[config.mk]
export PLATFORM = sky130hd
export DESIGN_NAME = rock_driver
export DESIGN_NICKNAME = d
export VERILOG_FILES = /design/src/rtl/rock_pkg.sv /design/src/rtl/rock_step_gen.sv /design/src/rtl/rock_driver.sv
export SDC_FILE = /design/constraint.sdc
export NUM_CORES = 1
export LEC_CHECK = 0
export ABC_AREA = 1
export CAP_MARGIN = 5
export CORE_MARGIN = 4
export CORE_UTILIZATION = 60
export CTS_CLUSTER_DIAMETER = 80
export DETAILED_ROUTE_END_ITERATION = 16
export PLACE_DENSITY = 0.82
export SLEW_MARGIN = 30
export SYNTH_ARGS = -nofsm -noshare
export SYNTH_HDL_FRONTEND = slang
export SYNTH_HIERARCHICAL = 1
export SYNTH_SLANG_ARGS = --single-unit
export TNS_END_PERCENT = 100
[constraint.sdc]
create_clock -name clk -period 8.09 [get_ports clk]
set_input_delay 2.0225 -clock clk [delete_from_list [all_inputs] [get_ports clk]]
set_output_delay 2.0225 -clock clk [all_outputs]
set_load 0.02 [all_outputs]
[src/rtl/rock_pkg.sv]
// Shared definitions for the cradle rocking path (controller <-> rock_driver).
package rock_pkg;

  // Motion state encoding, visible on the driver's state output.
  typedef enum logic [1:0] {
    ST_IDLE = 2'b00,
    ST_ROCK = 2'b01,
    ST_HOME = 2'b10
  } rock_state_e;

  // Decoded command; enum order documents priority (Fmin > Fplus > Amin).
  typedef enum logic [1:0] {
    CMD_NONE  = 2'd0,
    CMD_FMIN  = 2'd1,
    CMD_FPLUS = 2'd2,
    CMD_AMIN  = 2'd3
  } rock_cmd_e;

  // Default settings shared with the controller.
  localparam int FREQ_DEF     = 64;
  localparam int AMP_DEF      = 8;
  localparam int FREQ_MIN_DEF = 8;
  localparam int FREQ_MAX_DEF = 200;

  // Pick the single highest-priority asserted command.
  function automatic rock_cmd_e cmd_pick(input logic fmin, input logic fplus,
                                         input logic amin);
    rock_cmd_e c;
    c = CMD_NONE;
    if (fmin)       c = CMD_FMIN;
    else if (fplus) c = CMD_FPLUS;
    else if (amin)  c = CMD_AMIN;
    return c;
  endfunction

  // True when two or more commands are asserted together.
  function automatic logic cmd_multi(input logic fmin, input logic fplus,
                                     input logic amin);
    return (fmin & fplus) | (fmin & amin) | (fplus & amin);
  endfunction

endpackage

[src/rtl/rock_step_gen.sv]
// Phase accumulator and registered step pulse for the cradle motor stage.
module rock_step_gen #(
  parameter int FREQ_W = 8,
  parameter int ACC_W  = 16
) (
  input  logic              clk,
  input  logic              reset,
  input  logic              en,
  input  logic [FREQ_W-1:0] freq,
  output logic              carry,
  output logic              step
);

  logic [ACC_W-1:0] acc;
  logic [ACC_W:0]   sum;

  // One extra bit on the sum so the overflow is the step event.
  always_comb sum = {1'b0, acc} + (ACC_W+1)'(freq);

  assign carry = en & sum[ACC_W];

  // Accumulate while enabled; hold at zero otherwise so a restart begins from a clean phase.
  always_ff @(posedge clk or negedge reset) begin
    if (!reset) begin
      acc  <= '0;
      step <= 1'b0;
    end else if (!en) begin
      acc  <= '0;
      step <= 1'b0;
    end else begin
      acc  <= sum[ACC_W-1:0];
      step <= sum[ACC_W];
    end
  end

endmodule

[src/rtl/rock_driver.sv]
// Cradle actuator driver: frequency/amplitude settings, symmetric swing, IDLE/ROCK/HOME FSM.
module rock_driver
  import rock_pkg::*;
#(
  parameter int FREQ_W    = 8,
  parameter int AMP_W     = 4,
  parameter int ACC_W     = 16,
  parameter int FREQ_MIN  = FREQ_MIN_DEF,
  parameter int FREQ_MAX  = FREQ_MAX_DEF,
  parameter int FREQ_INIT = FREQ_DEF,
  parameter int AMP_INIT  = AMP_DEF,
  parameter int UPD_DIV   = 1024
) (
  input  logic                    clk,
  input  logic                    reset,
  input  logic                    Fmin,
  input  logic                    Fplus,
  input  logic                    Amin,
  output logic                    step,
  output logic                    dir,
  output logic [FREQ_W-1:0]       freq,
  output logic [AMP_W-1:0]        amp,
  output logic signed [AMP_W:0]   pos,
  output logic [1:0]              state,
  output logic                    cmd_err
);

  localparam int CNT_W = (UPD_DIV > 2) ? $clog2(UPD_DIV) : 1;
  localparam logic signed [AMP_W:0] ONE = 1;

  logic [CNT_W-1:0]      upd_cnt;
  logic                  sample;
  logic                  carry;
  rock_cmd_e             cmd;
  logic                  restart;
  rock_state_e           st, st_nxt;
  logic [FREQ_W-1:0]     freq_nxt;
  logic [AMP_W-1:0]      amp_nxt;
  logic                  dir_nxt;
  logic signed [AMP_W:0] pos_nxt;
  logic signed [AMP_W:0] amp_s;

  assign state  = st;
  assign sample = (upd_cnt == CNT_W'(UPD_DIV - 1));

  rock_step_gen #(
    .FREQ_W (FREQ_W),
    .ACC_W  (ACC_W)
  ) u_step_gen (
    .clk   (clk),
    .reset (reset),
    .en    (st != ST_IDLE),
    .freq  (freq),
    .carry (carry),
    .step  (step)
  );

  // Free-running command sample divider, independent of motion state.
  always_ff @(posedge clk or negedge reset) begin
    if (!reset)      upd_cnt <= '0;
    else if (sample) upd_cnt <= '0;
    else             upd_cnt <= upd_cnt + CNT_W'(1);
  end

  // Settings update, swing direction/position and next state.
  always_comb begin
    cmd      = sample ? cmd_pick(Fmin, Fplus, Amin) : CMD_NONE;
    restart  = ((cmd == CMD_FMIN) || (cmd == CMD_FPLUS)) && (st != ST_ROCK);
    freq_nxt = freq;
    amp_nxt  = amp;
    dir_nxt  = dir;
    pos_nxt  = pos;
    st_nxt   = st;
    amp_s    = $signed({1'b0, amp});

    case (cmd)
      CMD_FMIN:  freq_nxt = (freq > FREQ_W'(FREQ_MIN)) ? freq - FREQ_W'(1) : FREQ_W'(FREQ_MIN);
      CMD_FPLUS: freq_nxt = (freq < FREQ_W'(FREQ_MAX)) ? freq + FREQ_W'(1) : FREQ_W'(FREQ_MAX);
      CMD_AMIN:  amp_nxt  = (amp != '0) ? amp - AMP_W'(1) : '0;
      default:   ;
    endcase
    if (restart) amp_nxt = AMP_W'(AMP_INIT);

    // Turn-around uses the amplitude held before this cycle's update, so a
    // reduction sampled on a step cycle only bites on the following step.
    if (carry) begin
      if (dir && (pos >= amp_s))       dir_nxt = 1'b0;
      else if (!dir && (pos <= -amp_s)) dir_nxt = 1'b1;
      pos_nxt = dir_nxt ? pos + ONE : pos - ONE;
    end

    if (restart) st_nxt = ST_ROCK;
    else begin
      case (st)
        ST_ROCK: if (amp_nxt == '0) st_nxt = ST_HOME;
        ST_HOME: if (pos_nxt == '0) st_nxt = ST_IDLE;
        default: ;
      endcase
    end

    // Parked cradle always restarts heading positive.
    if (st_nxt == ST_IDLE) dir_nxt = 1'b1;
  end

  // Settings, motion and error flag registers.
  always_ff @(posedge clk or negedge reset) begin
    if (!reset) begin
      freq    <= FREQ_W'(FREQ_INIT);
      amp     <= AMP_W'(AMP_INIT);
      pos     <= '0;
      dir     <= 1'b1;
      st      <= ST_ROCK;
      cmd_err <= 1'b0;
    end else begin
      freq    <= freq_nxt;
      amp     <= amp_nxt;
      pos     <= pos_nxt;
      dir     <= dir_nxt;
      st      <= st_nxt;
      cmd_err <= cmd_err | (sample & cmd_multi(Fmin, Fplus, Amin));
    end
  end

endmodule

==> flow_summary_export.csv <==
group,metric,value,unit
outcome,outcome,"completed",
placement,place.port_buffers,26,
worst_setup_path,worstSetupStartpoint,"Fplus",
worst_setup_path,cp.arrival,4580,ps
yosys,synth_area,3410,µm²
timing,slew_viol_final,0,
worst_setup_path,crit_required,8330,ps
global_routing,grt_pass1_vias,3007,
power_and_ir_drop,irDropWorstVdd,0.120,mV
clocking,post_cts_resized,0,
yosys,synth_seq_area_share,35.3,%
timing,final.min_clock_period,4340,ps
die,core_area,5510,µm²
detailed_routing,drtIter0Drc,153,
yosys,yosysTopAreaCell,"dfrtp_1",
clocking,postCtsSetupBuffers,0,
timing,holdWs,486,ps
yosys,synthArstFlopShare,100,%
power_and_ir_drop,p_leak,1.98,nW
timing,skew,9.31,ps
clocking,cts_made_buffers,5,
yosys,ys_seq_elements,48,
detailed_routing,wl_per_cell,12.6,µm
detailed_routing,ant_nets,0,
worst_setup_path,critPathKind,"in2reg",
die,dieWidth,83.4,µm
detailed_routing,drt_first_pass_iters,4,
layout,fin_nets,527,
yosys,yosysTopAreaCellShare,32.2,%
timing,worst_slew_pin_slew,664,ps
die,dieArea,6960,µm²
die,die_y,83.4,µm
global_routing,grt_pass1_wl,12700,µm
clocking,path_clk_slew,100,ps
yosys,synth_edf_count,0,
detailed_routing,via_per_inst,5.23,
worst_setup_path,cp_slowest_cell,"ha_1",
hold_path,worstHoldPathType,"reg2reg",
clocking,cts_num_sinks,48,
die,initial_core_util,62.0,%
timing,hold_viol,0,
timing,rsz0062_at_grt,"no",
worst_setup_path,reg2reg_slack,4580,ps
detailed_routing,drc,0,
layout,antenna_cells,0,
clocking,cts_buffer_depth,2,
detailed_routing,vias,2951,
yosys,ys_warn_count,6,
hold_path,hold_start,"cmd_err",
detailed_routing,totalWireLength,7100,µm
layout,fin_util,70.2,%
layout,fillCellCount,446,
clocking,clk_latency,310,ps
timing,setup_viol,0,
yosys,synth.avg_cell_area,7.42,µm²
worst_setup_path,critical_path.most_common_cell,"nand2_1",
worst_setup_path,startpoint_type,"input pin",
yosys,yosys-top-cells-area,"dfrtp_1, nand2_1, ha_1",
yosys,ys.flop_type,"dfrtp_1",
worst_setup_path,r2r_start,"upd_cnt[0]",
global_routing,grt_max_degree,49,
global_routing,gr-total-overflow,0,
placement,dpl.hpwl,5480,µm
placement,place_congestion,0.830,
worst_setup_path,crit_path_cell_trace,"clkdlybuf4s50_1 > inv_1 > a21oi_1 > nor2_1 > ha_1 > nand2_2 > o21ai_1 > a21oi_1 > nor3_2 > nand3_1 > nor2_1 > nand2_1 > a21oi_2 > nand2_1 > nand3_1 > nand2_1",
worst_setup_path,cp-end-kind,"flip-flop",
timing,fmax,230,MHz
worst_setup_path,path_max_fanout,17,
clocking,hold_buffers,0,
die,num_rows,27,
yosys,syn_inst,460,
global_routing,antenna_found_initial,0,
worst_setup_path,cpPeakStageDelay,640,ps
job,cap_violations,0,
layout,drive_gt1_share,8.94,%
clocking,cts-htree-levels,2,
timing,finalSetupTns,0,ps
yosys,synthesis.nets,496,
global_routing,track_usage,21.7,%
yosys,yosysUniqueCellTypes,38,
timing,min_period_over_period,53.7,%
die,pin_count,27,
power_and_ir_drop,cellPowerDensity,121,nW/µm²
clocking,root_buffer,"clkbuf_8",
timing,max_slew_margin,55.5,%
clocking,cts_tree,"done",
layout,syn2layout_area_growth,13.2,%
==> worst max-delay path: cells and delay by family <==
family                   cells  cell delay [ps]
buffers and inverters        2              550
AO/OA/AOI/OAI                4              430
AND/OR/NAND/NOR              9              930
adder cells (fa/ha/maj)      1              640
==> layout by cell type (no fill, tap or decap), drive strengths merged, types with 5 or more instances in the layout <==
master	n
xnor2	7
clkdlybuf4s50	25
nand4	6
nor3	6
nand3	33
clkbuf	5
nand2	114
o21ai	21
xor2	11
inv	83
dfrtp	44
a21oi	22
nor2	55
ha	29
==> kinds of logic after synthesis <==
group	synth area share, %
buffers and inverters	9.67
flip-flops	35.3
AO/OA/AOI/OAI	10.0
AND/OR/NAND/NOR	28.3
XOR/XNOR	4.62
adder cells (fa/ha/maj)	11.8
multiplexers	0.293
==> path summary, 6_finish.rpt <==
kind                                          end  cells after the start
worst min-delay path                      cmd_err                      1
max in group asynchronous       u_step_gen/acc[6]                      2
worst max register to register                dir                     23
min in group asynchronous       u_step_gen/acc[1]                      2
worst max-delay path                          dir                     16
worst min register to register            cmd_err                      1
==> layer usage <==
metal	wire length [µm]	global-route usage [%]	vias up
met5	0	0	-
met4	44	6.14	0
met3	285	4.37	4
met2	3550	38.9	64
met1	3230	26.4	1353
li1	-	-	1530
==> sequential cells by signal, summed over array words and instances (netlist names) <==
signal and flops:
amp 4, cmd_err 1, dir 1, freq 8, pos 5, state 2
u_step_gen/acc 16, u_step_gen/step 1, upd_cnt 10
==> through the flow <==
step	power, W	cell area (µm²)	setup slack [ps]	cells
floorplan	0.000273	3410	4470	460
global placement	0.000290	3740	3580	556
detailed placement	0.000291	3750	3460	556
CTS	0.000471	3860	3770	564
global route	0.000488	3860	3530	564
finish	0.000467	3860	3750	564
==> power by group <==
group          switching (W)  internal (W)
combinational      0.0000238     0.0000147
sequential        0.00000492      0.000243
clock              0.0000879     0.0000932
total               0.000117      0.000351
==> cell usage after synthesis (all sizes together), types with 6 or more instances <==
cell type and number:
o21ai 21, nand3 33, ha 29, dfrtp 44
nand4 6, nor2 55, inv 82, nor3 6
xor2 11, a21oi 22, xnor2 7, nand2 114
==> final cells by class <==
cell class,instances,area [µm²],share of cell area (%)
multi-input cells,327,1880,48.7
flip-flops and latches,48,1210,31.2
inverters,82,308,7.96
repair buffers,27,263,6.80
well taps,72,90.1,2.33
clock buffers,5,68.8,1.78
clock inverters,3,46.3,1.20
(Power assumes the default switching activity.)
